## src/rtl/uart_tx_fifo.sv

```systemverilog
`default_nettype none
// ============================================================================
// Module   : uart_tx_fifo
// Brief    : UART transmitter with a queued input stage. Frame format is
//            configurable (5-9 data bits, none/odd/even parity, 1 or 2 stop
//            bits) and queued words are sent back-to-back with no idle gap.
//            Define UART_TX_FIFO_EN for a FIFO_DEPTH-entry FIFO; leave it
//            undefined for a single holding register.
// Revision : 1.0 - initial release
// ============================================================================
module uart_tx_fifo #(
    parameter int CLKS_PER_BIT = 434,
    parameter int BITS_N       = 8,
    parameter int PARITY_TYPE  = 0,
    parameter int STOP_BITS    = 1,
    parameter int FIFO_DEPTH   = 16
) (
    input  logic                        clk,
    input  logic                        rst,
    input  logic [BITS_N-1:0]           data_tx,
    input  logic                        valid,
    output logic                        ready,
    output logic                        uart_out,
    output logic                        busy,
    output logic [$clog2(FIFO_DEPTH):0] fifo_count,
    output logic                        baud_trigger
);

    localparam int                CNT_W     = $clog2(CLKS_PER_BIT);
    localparam int                CW        = $clog2(FIFO_DEPTH) + 1;
    localparam logic [CNT_W-1:0]  BAUD_LAST = CNT_W'(CLKS_PER_BIT - 1);
    localparam logic [3:0]        BIT_LAST  = 4'(BITS_N - 1);

    // ------------------------------------------------------------------------
    // Elaboration-time parameter range checks
    // ------------------------------------------------------------------------
    if (CLKS_PER_BIT < 2) begin : g_bad_clks_per_bit
        $error("uart_tx_fifo: CLKS_PER_BIT must be >= 2");
    end
    if (BITS_N < 5 || BITS_N > 9) begin : g_bad_bits_n
        $error("uart_tx_fifo: BITS_N must be in 5..9");
    end
    if (PARITY_TYPE < 0 || PARITY_TYPE > 2) begin : g_bad_parity
        $error("uart_tx_fifo: PARITY_TYPE must be 0, 1 or 2");
    end
    if (STOP_BITS < 1 || STOP_BITS > 2) begin : g_bad_stop
        $error("uart_tx_fifo: STOP_BITS must be 1 or 2");
    end

    // Handshake between the input stage and the serialiser
    logic              push;
    logic              pop;
    logic              q_empty;
    logic [BITS_N-1:0] head;

    assign push = valid && ready;

`ifdef UART_TX_FIFO_EN
    // ------------------------------------------------------------------------
    // Input stage: circular FIFO of FIFO_DEPTH words
    // ------------------------------------------------------------------------
    localparam int PTR_W = $clog2(FIFO_DEPTH);

    if (FIFO_DEPTH < 2 || (FIFO_DEPTH & (FIFO_DEPTH - 1)) != 0) begin : g_bad_depth
        $error("uart_tx_fifo: FIFO_DEPTH must be a power of two >= 2");
    end

    logic [BITS_N-1:0] mem_q [FIFO_DEPTH];
    logic [PTR_W-1:0]  wr_ptr_q;
    logic [PTR_W-1:0]  rd_ptr_q;
    logic [CW-1:0]     count_q;

    assign ready      = (count_q != CW'(FIFO_DEPTH));
    assign q_empty    = (count_q == '0);
    assign head       = mem_q[rd_ptr_q];
    assign fifo_count = count_q;

    // Storage array; contents need no reset because count_q gates every read
    always_ff @(posedge clk) begin
        if (push) begin
            mem_q[wr_ptr_q] <= data_tx;
        end
    end

    // Pointers wrap naturally at the power-of-two depth; count tracks occupancy
    always_ff @(posedge clk) begin
        if (rst) begin
            wr_ptr_q <= '0;
            rd_ptr_q <= '0;
            count_q  <= '0;
        end else begin
            if (push) wr_ptr_q <= wr_ptr_q + PTR_W'(1);
            if (pop)  rd_ptr_q <= rd_ptr_q + PTR_W'(1);
            case ({push, pop})
                2'b10:   count_q <= count_q + CW'(1);
                2'b01:   count_q <= count_q - CW'(1);
                default: count_q <= count_q;
            endcase
        end
    end
`else
    // ------------------------------------------------------------------------
    // Input stage: single holding register
    // ------------------------------------------------------------------------
    logic [BITS_N-1:0] hold_q;
    logic              full_q;

    assign ready      = !full_q;
    assign q_empty    = !full_q;
    assign head       = hold_q;
    assign fifo_count = {{(CW-1){1'b0}}, full_q};

    // Push only happens when empty and pop only when full, so they never collide
    always_ff @(posedge clk) begin
        if (rst) begin
            hold_q <= '0;
            full_q <= 1'b0;
        end else if (push) begin
            hold_q <= data_tx;
            full_q <= 1'b1;
        end else if (pop) begin
            full_q <= 1'b0;
        end
    end
`endif

    // ------------------------------------------------------------------------
    // Serialiser
    // ------------------------------------------------------------------------
    typedef enum logic [2:0] {
        ST_IDLE   = 3'd0,
        ST_START  = 3'd1,
        ST_DATA   = 3'd2,
        ST_PARITY = 3'd3,
        ST_STOP   = 3'd4
    } state_t;

    state_t            state_q, state_d;
    logic [CNT_W-1:0]  baud_cnt_q;
    logic [3:0]        bit_idx_q, bit_idx_d;
    logic              stop_idx_q, stop_idx_d;
    logic [BITS_N-1:0] shift_q, shift_d;
    logic              parity_q, parity_d;
    logic              head_parity;

    assign baud_trigger = (baud_cnt_q == BAUD_LAST) && (state_q != ST_IDLE);
    assign busy         = (state_q != ST_IDLE);
    // Odd parity makes data ones + parity odd, so the bit is the XNOR of the data
    assign head_parity  = (PARITY_TYPE == 1) ? ~^head : ^head;

    // Bit-period counter: parked at 0 while idle, wraps on every trigger
    always_ff @(posedge clk) begin
        if (rst || state_q == ST_IDLE || baud_trigger) begin
            baud_cnt_q <= '0;
        end else begin
            baud_cnt_q <= baud_cnt_q + CNT_W'(1);
        end
    end

    // Frame state registers
    always_ff @(posedge clk) begin
        if (rst) begin
            state_q    <= ST_IDLE;
            bit_idx_q  <= '0;
            stop_idx_q <= 1'b0;
            shift_q    <= '0;
            parity_q   <= 1'b0;
        end else begin
            state_q    <= state_d;
            bit_idx_q  <= bit_idx_d;
            stop_idx_q <= stop_idx_d;
            shift_q    <= shift_d;
            parity_q   <= parity_d;
        end
    end

    // Next-state logic; a pop loads the head word and its parity in one step
    always_comb begin
        state_d    = state_q;
        bit_idx_d  = bit_idx_q;
        stop_idx_d = stop_idx_q;
        shift_d    = shift_q;
        parity_d   = parity_q;
        pop        = 1'b0;

        case (state_q)
            ST_IDLE: begin
                if (!q_empty) begin
                    pop        = 1'b1;
                    shift_d    = head;
                    parity_d   = head_parity;
                    bit_idx_d  = '0;
                    stop_idx_d = 1'b0;
                    state_d    = ST_START;
                end
            end
            ST_START: begin
                if (baud_trigger) state_d = ST_DATA;
            end
            ST_DATA: begin
                if (baud_trigger) begin
                    shift_d = shift_q >> 1;
                    if (bit_idx_q == BIT_LAST) begin
                        stop_idx_d = 1'b0;
                        state_d    = (PARITY_TYPE != 0) ? ST_PARITY : ST_STOP;
                    end else begin
                        bit_idx_d = bit_idx_q + 4'd1;
                    end
                end
            end
            ST_PARITY: begin
                if (baud_trigger) begin
                    stop_idx_d = 1'b0;
                    state_d    = ST_STOP;
                end
            end
            ST_STOP: begin
                if (baud_trigger) begin
                    if (stop_idx_q == 1'(STOP_BITS - 1)) begin
                        if (!q_empty) begin
                            pop        = 1'b1;
                            shift_d    = head;
                            parity_d   = head_parity;
                            bit_idx_d  = '0;
                            stop_idx_d = 1'b0;
                            state_d    = ST_START;
                        end else begin
                            state_d = ST_IDLE;
                        end
                    end else begin
                        stop_idx_d = 1'b1;
                    end
                end
            end
            default: state_d = ST_IDLE;
        endcase
    end

    // Line level is a pure decode of registered state, idle high
    always_comb begin
        uart_out = 1'b1;
        case (state_q)
            ST_START:  uart_out = 1'b0;
            ST_DATA:   uart_out = shift_q[0];
            ST_PARITY: uart_out = parity_q;
            default:   uart_out = 1'b1;
        endcase
    end

endmodule
`default_nettype wire

```

## config.mk

```make
export PLATFORM = sky130hd
export DESIGN_NAME = uart_tx_fifo
export DESIGN_NICKNAME = d
export VERILOG_FILES = /design/src/rtl/uart_tx_fifo.sv
export SDC_FILE = /design/constraint.sdc
export NUM_CORES = 1
export LEC_CHECK = 0
export BUFFER_PORTS_ARGS = -buffer_cell sky130_fd_sc_hd__buf_2
export CORE_ASPECT_RATIO = 0.7
export CORE_UTILIZATION = 57
export DETAILED_ROUTE_END_ITERATION = 7
export GPL_TIMING_DRIVEN = 0
export PLACE_DENSITY = 0.9
export SKIP_CTS_REPAIR_TIMING = 1
export SLEW_MARGIN = 20
export SYNTH_ARGS = -nofsm -noshare
export SYNTH_HDL_FRONTEND = slang
export SYNTH_SLANG_ARGS = --single-unit
```

## constraint.sdc

```tcl
create_clock -name clk -period 2.05 [get_ports clk]
set_input_delay 0.205 -clock clk [delete_from_list [all_inputs] [get_ports clk]]
set_output_delay 0.205 -clock clk [all_outputs]
set_load 0.02 [all_outputs]
```

## Word level (Yosys, flattened, before mapping)

Cells that the tools add are included.

| word-level totals | value |
|---|---|
| input port bits | 11 |
| flip-flop bits (word level) | 35 |
| word-level logic and storage cells | 79 |
| output and inout bits | 9 |

| operators by class | value |
|---|---|
| add/subtract/negate cells | 2 |
| muxes and demuxes | 38 |
| equality and inequality tests | 14 |
| reduce and logical (&&, ||, !) cells | 17 |

Operators with widths:

| operator | count |
|---|---|
| $mux W8 | 4 |
| $pmux W8 S3 | 1 |
| $mux W3 | 7 |
| $mux W4 | 5 |
| $ne A2 B2 Y1 const B | 8 |
| $mux W1 | 15 |
| $pmux W3 S5 | 1 |
| $pmux W4 S3 | 1 |
| $add A9 B1 Y9 const B | 1 |
| $eq A9 B9 Y1 const B | 1 |
| $reduce_xor A8 Y1 | 1 |
| $reduce_and A7 Y1 | 1 |
| $eq A3 B2 Y1 const B | 2 |
| $reduce_and A6 Y1 | 1 |
| $reduce_bool A3 Y1 | 2 |
| $reduce_and A5 Y1 | 1 |
| $add A4 B1 Y4 const B | 1 |
| $eq A4 B3 Y1 const B | 1 |
| $pmux W1 S2 | 2 |
| $pmux W1 S4 | 1 |
| $reduce_and A4 Y1 | 1 |
| $reduce_bool A2 Y1 | 2 |
| $reduce_bool A4 Y1 | 1 |
| $eq A3 B1 Y1 const B | 1 |
| other kinds (7) | 9 |

## Logic depth before layout (Yosys ltp)

Gate-level depths: netlist of the first run.

| depth | value |
|---|---|
| depth after elaboration | 6 |
| gate-level depth with buffers | 8 |

## Worst setup path after synthesis of the first run

Ideal clock, no wire load.

| timing path | value |
|---|---|
| kind | register to register |
| from | register baud_cnt_q[0] |
| to | register bit_idx_q[3] |
| library setup time | 0.086 ns |
| path slack | 0.188 ns |
| cell stages (with the launch flop) | 7 |
| arrival time | 1.776 ns |
| clock period less this slack | 1.862 ns |
| path through | dfxtp_1 -> ha_1 -> nand4bb_4 -> a2111oi_4 -> a21oi_1 -> or4b_1 -> a211oi_1 |

| on the way | value |
|---|---|
| longest elaborated chain between the ends | 4 |
| elaborated cells between the ends (all ways) | 5 |
| classes of those cells | eq/ne: 3; reduce/logical: 2 |

RTL lines:

| item | RTL line | RTL |
|---|---|---|
| start, declared | 139 | `logic [CNT_W-1:0] baud_cnt_q;` |
| start signal, assigned | 156 | `baud_cnt_q <= baud_cnt_q + CNT_W'(1);` |
| $eq A9 B9 Y1 (*) | 146 | `assign baud_trigger = (baud_cnt_q == BAUD_LAST) && (state_q != ST_IDLE);` |
| $logic_and A1 B1 Y1 (*) | 146 |  |
| $ne A2 B2 Y1 (no source line) | -- |  |
| $reduce_and A5 Y1 (no source line) (*) | -- |  |
| end signal, assigned | 170 | `bit_idx_q <= bit_idx_d;` |
| end, declared | 140 | `logic [3:0] bit_idx_q, bit_idx_d;` |

Every way passes the cells marked *; elsewhere a longest branch is shown, timed or not.
A chain may end at the register's enable or synchronous reset.

## Final worst setup path of the first run

| timing path | value |
|---|---|
| from | register baud_cnt_q[5] |
| to | register bit_idx_q[3] |

The elaborated chain is that of the path after synthesis.

==> impl.org, run 1 <==
** Setup path
- The setup path with the least slack is of type reg2reg.
- Data arrives at the worst endpoint at 2.19 ns.
- Of all nets on the critical path, the largest fanout is 4.
- STA classifies the critical path endpoint as a register.
- The largest single stage delay on the critical path is 0.54 ns.
- Walking the worst path, the cells encountered are nand4b_1 > a2111oi_4 > a21oi_2 > or4b_4 > a211oi_2.
- Worst endpoint required time :: 2.26 ns
- Critical-path top delay cell :: sky130_fd_sc_hd__or4b_4
- STA classifies the critical path startpoint as a register.

** Global routing
- The total overflow left after global routing is 0.
- Initial antenna violation count :: 0
- The first global-routing pass estimated 5200 um of wire.
- Pin count of the biggest net entering global routing :: 13
- Aggregate global-route resource usage :: 0.228
- The via count of the first global-routing pass is 1,128.

** Route
- Detailed router's first-iteration violation count :: 104
- Highest Signal Layer :: met4
- Number of vias per cell :: 5.64
- Final WL :: 3440 um
- Wire segments on met2 add up to 1510 um in the final route.
- The pre-antenna-repair detailed-routing pass consisted of 4 iterations.
- Dividing the detail-routed wire length by the instance count gives 13.8 um.
- DRC violations left :: 0
- The count of nets left with antenna violations once routing finished came out at 0.
- In the detailed route, the total length drawn on met3 is 216 um.
- Met1 Routed Length :: 1670 um
- The routed layout has 1,405 vias.

** Pwr
- The design draws 0.00175 W.
- In this run the power density over the cells is 894 mW/mm^2.
- Standby leakage power :: 0.730 nW
- IR analysis of the VDD net gives a maximum drop of 0.906 mV.

** Worst hold path
- The min-delay analysis places its worst path in the category in2reg.

** Yosys
- A synthesized cell averages 8.85 um^2.
- Yosys warnings :: 0
- Synth Instances :: 190
- The synthesized netlist contains 43 unique library cells.
- Among all flip-flop cells after synthesis, the most frequent one is sky130_fd_sc_hd__dfxtp_1.
- sky130_fd_sc_hd__dfxtp_1 takes more of the synthesized area than any other cell.
- Flop and latch count out of synthesis :: 34
- After synthesis, the largest family of logic cells by area is simple AND/OR/NAND/NOR gates.
- For this run, the register share of the synthesized area comes to 0.405.
- Number of enable flip-flop cells after synthesis :: 0
- Cell types with the largest area share after synthesis :: sky130_fd_sc_hd__dfxtp_1 40%, sky130_fd_sc_hd__nor2_1 7.4%, sky130_fd_sc_hd__mux2i_1 6.0%
- Xor/xnor share of the synthesized area :: 0.0677
- After synthesis, the share of flip-flops with an asynchronous set or reset is 0.
- Of the total synthesized cell area, the portion taken by AND, OR, NAND and NOR gates is 0.232.
- Summing every instance area after synthesis gives 0.00168 mm^2.
- Fraction of the mapped netlist area in adder cells :: 0.0223
- Area share of the largest cell type after synthesis :: 0.405
- Share of the synthesized area in compound gates (AO/OA/AOI/OAI) :: 0.150
- Measured against the total synthesized area, the mux share comes to 0.0595.

** Placement
- Final RePlAce weighted congestion :: 0.799
- DP Worst Slack :: -0.0494 ns
- Placed standard-cell area :: 0.00181 mm^2
- Port Buffer Count :: 14
- Estimated wirelength of the detail-placed design :: 2390 um

** STA
- Setup slack closes at 0.0750 ns.
- Based on the critical path, the design can be clocked at up to 0.506 GHz.
- Between clock sinks in the finished design, the worst skew comes to 0.0110 ns.
- # setup viols final :: 0
- Hold violation total from the final report :: 0
- Max-slew violation total from the final report :: 0
- The worst path needs 1.97 ns of the cycle, external delays included.
- For the pin with the worst max-slew slack, the measured transition is 0.570 ns.
- Adding up every negative setup slack in the final design gives 0 ns.
- Dividing the final minimum period by the clock period gives 0.963.
- Worst slew slack as a fraction of its limit :: 0.620

** Clock tree
- Clock transition time at the flip-flop clock pins of the worst setup and hold paths :: 0.08 ns
- The clock passes through at most 2 buffers.
- In this run the clock root is driven by a sky130_fd_sc_hd__clkbuf_8.
- Clock tree synthesis inserted a total of 5 buffers.
- CTS sink cnt :: 34
- CTS H-tree depth :: 2
- Clock latency on the worst-skew pair :: 0.30 ns
- Clock tree from TritonCTS :: yes

** Die
- Chip width :: 66.9 um
- Placement row count :: 16
- Core region area :: 0.00280 mm^2
- Number of I/O pins :: 20
- The die covers 0.00318 mm^2.
- Starting density of the core :: 0.600
- The die is 47.4 um tall.

** Cells and area
- Synth-to-layout area growth :: 16.7%
- Net count, final :: 226
- Count of antenna diodes in the layout :: 0
- After routing the design area is 0.00196 mm^2.
- Of the cells placed in the final design, the portion with a size suffix greater than 1 is 0.211.

** Status
- The run finished with clean final reports.

** Flow run
- Total of max-cap violations :: 0
==> critical path: cells and delay by family, from the launching register on <==
kind / cells / cell delay, ns
flops: 1 / 0.39
simple gates: 2 / 0.78
compound gates: 3 / 0.72
==> cell usage after synthesis (2+ instances only) <==
library cell,count
sky130_fd_sc_hd__and3_1,2
sky130_fd_sc_hd__nand2_1,13
sky130_fd_sc_hd__nand3_1,4
sky130_fd_sc_hd__nand2b_1,2
sky130_fd_sc_hd__nor2_1,33
sky130_fd_sc_hd__mux2i_1,10
sky130_fd_sc_hd__clkbuf_1,8
sky130_fd_sc_hd__o22a_1,2
sky130_fd_sc_hd__ha_1,3
sky130_fd_sc_hd__xor2_1,2
sky130_fd_sc_hd__a21oi_1,7
sky130_fd_sc_hd__o21ai_0,11
sky130_fd_sc_hd__a311oi_1,7
sky130_fd_sc_hd__inv_1,4
sky130_fd_sc_hd__a211oi_1,3
sky130_fd_sc_hd__dfxtp_1,34
sky130_fd_sc_hd__xnor2_1,11
sky130_fd_sc_hd__nor3_1,5
sky130_fd_sc_hd__buf_4,5
==> layout make-up <==
type	instances	area, um^2
Clock inverter	3	68.8
Clock buffer	5	68.8
Tap cell	36	45.0
Inverter	4	15.0
Buffer	14	81.3
Multi-Input combinational cell	139	928
Sequential cell	34	684
Timing Repair Buffer	14	70.1
Fill cell	209	841
==> state kept, by name, indices dropped and copies added, names as in the netlist <==
| name | cells |
|---|---|
| baud_cnt_q | 9 |
| head | 8 |
| shift_q | 8 |
| bit_idx_q | 4 |
| state_q | 3 |
| full_q | 1 |
| parity_q | 1 |
==> power by group <==
group | leakage (nW) | internal (W) | switching (W)
clock network | 0.0683 | 0.000487 | 0.000258
logic | 0.383 | 0.000116 | 0.000150
registers | 0.278 | 0.000702 | 0.0000402
==> metal layers <==
layer | track usage | up-vias
met2 | 0.335 | 45
li1 | - | 699
met4 | 0.115 | 0
met1 | 0.315 | 655
met5 | 0 | -
met3 | 0.0571 | 6
==> final timing paths <==
| kind | start | to | slack [ns] | cells past startpoint |
|---|---|---|---|---|
| hold / removal | data_tx[7] | head[7] | 0.14 | 3 |
| setup / recovery | baud_cnt_q[5] | bit_idx_q[3] | 0.08 | 5 |
| hold reg to reg | baud_cnt_q[0] | baud_cnt_q[0] | 0.44 | 1 |
| setup reg to reg | baud_cnt_q[5] | bit_idx_q[3] | 0.08 | 5 |
==> cell families after synthesis <==
family,Yosys count
and+or+nand+nor,74
AOI/OAI and AO/OA,35
DFF,34
buffers and inverters,20
xor gates and xnor gates,13
muxes,10
adders and majority gates,3
other,1
==> metrics by stage <==
| step | std cells | util | hold slack, ns |
|---|---|---|---|
| after floorplan | 193 | - | 0.353 |
| after global placement | 243 | 0.645 | 0.440 |
| after detailed placement | 243 | 0.645 | 0.450 |
| after CTS | 251 | 0.694 | 0.146 |
| after global routing | 249 | 0.700 | 0.174 |
| final | 249 | 0.700 | 0.141 |
==> placed cells by master, fill, tap and decap left out, drive strengths merged, types with 4 or more instances in the layout <==
cell type / Yosys / final
clkbuf: 8 / 11
nor3: 6 / 6
nand2: 13 / 13
nand3: 4 / 4
mux2i: 10 / 10
inv: 4 / 4
nand2b: 4 / 4
xnor2: 11 / 11
a21oi: 7 / 7
dfxtp: 34 / 34
o21ai: 11 / 11
nor2: 33 / 33
a311oi: 7 / 7
buf: 8 / 22
conb: 1 / 4
(Power assumes the default switching activity.)
==> run 2, diff against run 1 <==
==> constraint.sdc (replaced) <==
create_clock -name clk -period 2.05 [get_ports clk]
set_input_delay 0.5125 -clock clk [delete_from_list [all_inputs] [get_ports clk]]
set_output_delay 0.5125 -clock clk [all_outputs]
set_load 0.02 [all_outputs]
==> impl.org, run 2 (synthesis gave the netlist of run 1 again) <==
** Status
- Result of the run :: finished, violations left
- Failing checks :: negative setup slack

** Clock tree
- Clock tree from TritonCTS :: yes
- Clock transition time at the flip-flop clock pins of the worst setup and hold paths :: 0.08 ns
- TritonCTS buffer count :: 5
- No sink is reached through more buffers than the 2 on the longest clock path.
- CTS saw 34 sinks.
- Clock latency on the worst-skew pair :: 0.30 ns
- CTS placed an instance of sky130_fd_sc_hd__clkbuf_8 at the clock tree root.
- The H-tree was split into 2 levels.

** Placement
- Once detailed placement completed, the half-perimeter wirelength came to 2390 um.
- The congestion estimate from routability-driven global placement came to 0.799.
- Port Buffer Count :: 14
- Including well taps, the total number of placed cells is 243.

** Setup path
- Top fanout value on the critical path :: 10
- Worst setup SP type :: register
- Crit path max-delay family :: buffers and inverters
- Data on the critical path is required at its endpoint by 1.54 ns.
- The critical path is of the reg2out type.
- Largest incremental delay on the critical path :: 0.39 ns
- Number of cells traversed by the worst register-to-register path :: 6
- For the worst setup path, the data arrival time is 1.63 ns.
- In this run the worst setup path terminates at uart_out.
- CP cell instances :: clkbuf_1 > a21oi_1 > a311o_1 > buf_2
- Type of element capturing the critical path :: output port
- In this run the register-to-register setup slack is -0.01 ns.
- Reg-to-reg critical path endpoint :: state_q[1]
- Launch point of the worst path :: state_q[1]
- The critical path contains buffers and inverters numbering 2 combined.
- Critical-path top delay cell :: sky130_fd_sc_hd__dfxtp_1
- In this run the critical register-to-register path is launched from state_q[1].
- WP depth :: 4

** STA
- # setup viols final :: 2
- Across all setup checks in the final design, the least slack found is -0.0888 ns.
- The max-slew violation count is 0.
- Worst slew slack as a fraction of its limit :: 0.573
- RSZ-0062 raised after global routing :: yes
- Final clock skew :: 0.00860 ns
- The routed design could run at a clock period as short as 2.14 ns.
- For the pin with the worst max-slew slack, the measured transition is 0.637 ns.
- Max Clk Rate :: 0.468 GHz
- Setup_tns :: -0.0946 ns
- Share of the cycle needed by the critical path after routing :: 1.04
- The number of failing hold endpoints at the final stage was 0.

** Pwr
- The share of total power dissipated in combinational logic is 0.153.
- Pwr Density :: 890 mW/mm^2
- Of the total power, the share spent switching nets is 0.255.
- Cell internal power was estimated by the tool at 0.00131 W.
- Maximum resistive drop on vdd :: 0.844 mV
- Sequential cell fraction of total power :: 0.423
- Of the total power, the clock network draws 0.424.
- Total power for the finished layout comes to 0.00176 W.
- Standby leakage power :: 0.737 nW
- Net load switching power :: 0.000449 W

** Route
- Detailed router's first-iteration violation count :: 103
- Detailed routing inserted a total of 1,419 vias.
- Average routed wire per standard cell :: 13.9 um
- The routed design has 3470 um of wire.
- The count of nets left with antenna violations once routing finished came out at 0.
- Number of vias per cell :: 5.68
- Initial DRT Pass Iterations :: 4
- DRC violations left :: 0

** Die
- Area of the die :: 0.00318 mm^2
- Starting density of the core :: 0.600
- DIE HEIGHT :: 47.4 um
- The floorplan step defined a core boundary enclosing 0.00280 mm^2.
- From left edge to right edge, the die measures 66.9 um.
- Placement row count :: 16
- Number of I/O pins :: 20

** Cells and area
- Relative to the synthesized area, the layout overhead comes to 17.5%.
- Leaving out filler cells and counting taps, the final layout contains 250.
- Counting flops per register, the top entry is baud_cnt_q.
- Number of flip-flops in the largest register :: 9
- Commonest cells after routing, fill and taps aside :: 33 x sky130_fd_sc_hd__nor2_1, 28 x sky130_fd_sc_hd__dfxtp_1, 14 x sky130_fd_sc_hd__buf_2, 13 x sky130_fd_sc_hd__nand2_1
- In the final design database the tool counted 227 nets.
- Utilization after layout :: 0.705
- The library cell used most frequently in the layout, excluding fill and tap cells, is sky130_fd_sc_hd__nor2_1.
- The repair_antennas step left the layout with diodes totalling 0.
- Number of filler cells placed in the layout :: 208
- Share of final-layout standard cells stronger than drive strength 1 :: 0.229

** Worst hold path
- Classification of the worst-slack hold path :: in2reg

** Global routing
- In the global route stage, overall resource usage came out at 0.228.
- Initial antenna violation count :: 0
- The via count of the first global-routing pass is 1,128.
- Summed over all layers, the global routing overflow is 0.
- Wire length of the first global-routing pass :: 5200 um
- Entering global routing, the biggest net connects 13 pins.

** Flow run
- Total of max-cap violations :: 0
run 2: how the worst min path moves through the flow:
stage | from | endpoint | slack (ns) | cells after the start
detailed placement | baud_cnt_q[0] | baud_cnt_q[0] | 0.47 | 1
global placement | baud_cnt_q[0] | baud_cnt_q[0] | 0.44 | 1
floorplan | baud_cnt_q[0] | baud_cnt_q[0] | 0.43 | 1
CTS | data_tx[1] | head[1] | 0.45 | 3
finish | data_tx[7] | head[7] | 0.45 | 3
global route | data_tx[7] | head[7] | 0.48 | 3
run 2: routing by layer:
metal | track usage | wire length [um]
met5 | 0 | 0
met4 | 0.115 | 87
met3 | 0.0571 | 192
met2 | 0.335 | 1470
met1 | 0.315 | 1720
run 2: layout make-up:
type	count	area, um^2	share of cell area
clock buffer	5	68.8	0.0348
multi-input combinational	139	928	0.470
inverter	4	15.0	0.00760
sequential	34	688	0.348
buffer	14	81.3	0.0412
timing repair buffer	15	80.1	0.0405
clock inverter	3	68.8	0.0348
tap	36	45.0	0.0228
run 2: metrics by stage:
| step | hold slack (ns) | instance area [um^2] | setup WS, ns |
|---|---|---|---|
| 2_1_floorplan | 0.430 | 1690 | 0.124 |
| 3_3_place_gp | 0.440 | 1810 | 0.0170 |
| 3_5_place_dp | 0.466 | 1810 | -0.0494 |
| 4_1_cts | 0.453 | 1950 | -0.340 |
| 5_1_grt | 0.482 | 1980 | -0.172 |
| 6_report | 0.448 | 1980 | -0.0888 |
run 2: worst reg2reg max path, cell delays in order, from the launching register on:
cell and delay [ns]:
sky130_fd_sc_hd__dfxtp_1 0.39, sky130_fd_sc_hd__clkbuf_1 0.37, sky130_fd_sc_hd__nor3b_2 0.62, sky130_fd_sc_hd__o21ai_0 0.23
sky130_fd_sc_hd__o31ai_1 0.15, sky130_fd_sc_hd__a21oi_1 0.12, sky130_fd_sc_hd__nor2_1 0.10
run 2: power groups by stage:
stage	logic [W]	registers, W	clock network [W]
after detailed placement	0.000266	0.000745	0
after floorplan	0.000211	0.000736	0
after CTS	0.000269	0.000730	0.000753
final	0.000270	0.000743	0.000745
after global routing	0.000297	0.000747	0.000779
after global placement	0.000258	0.000743	0
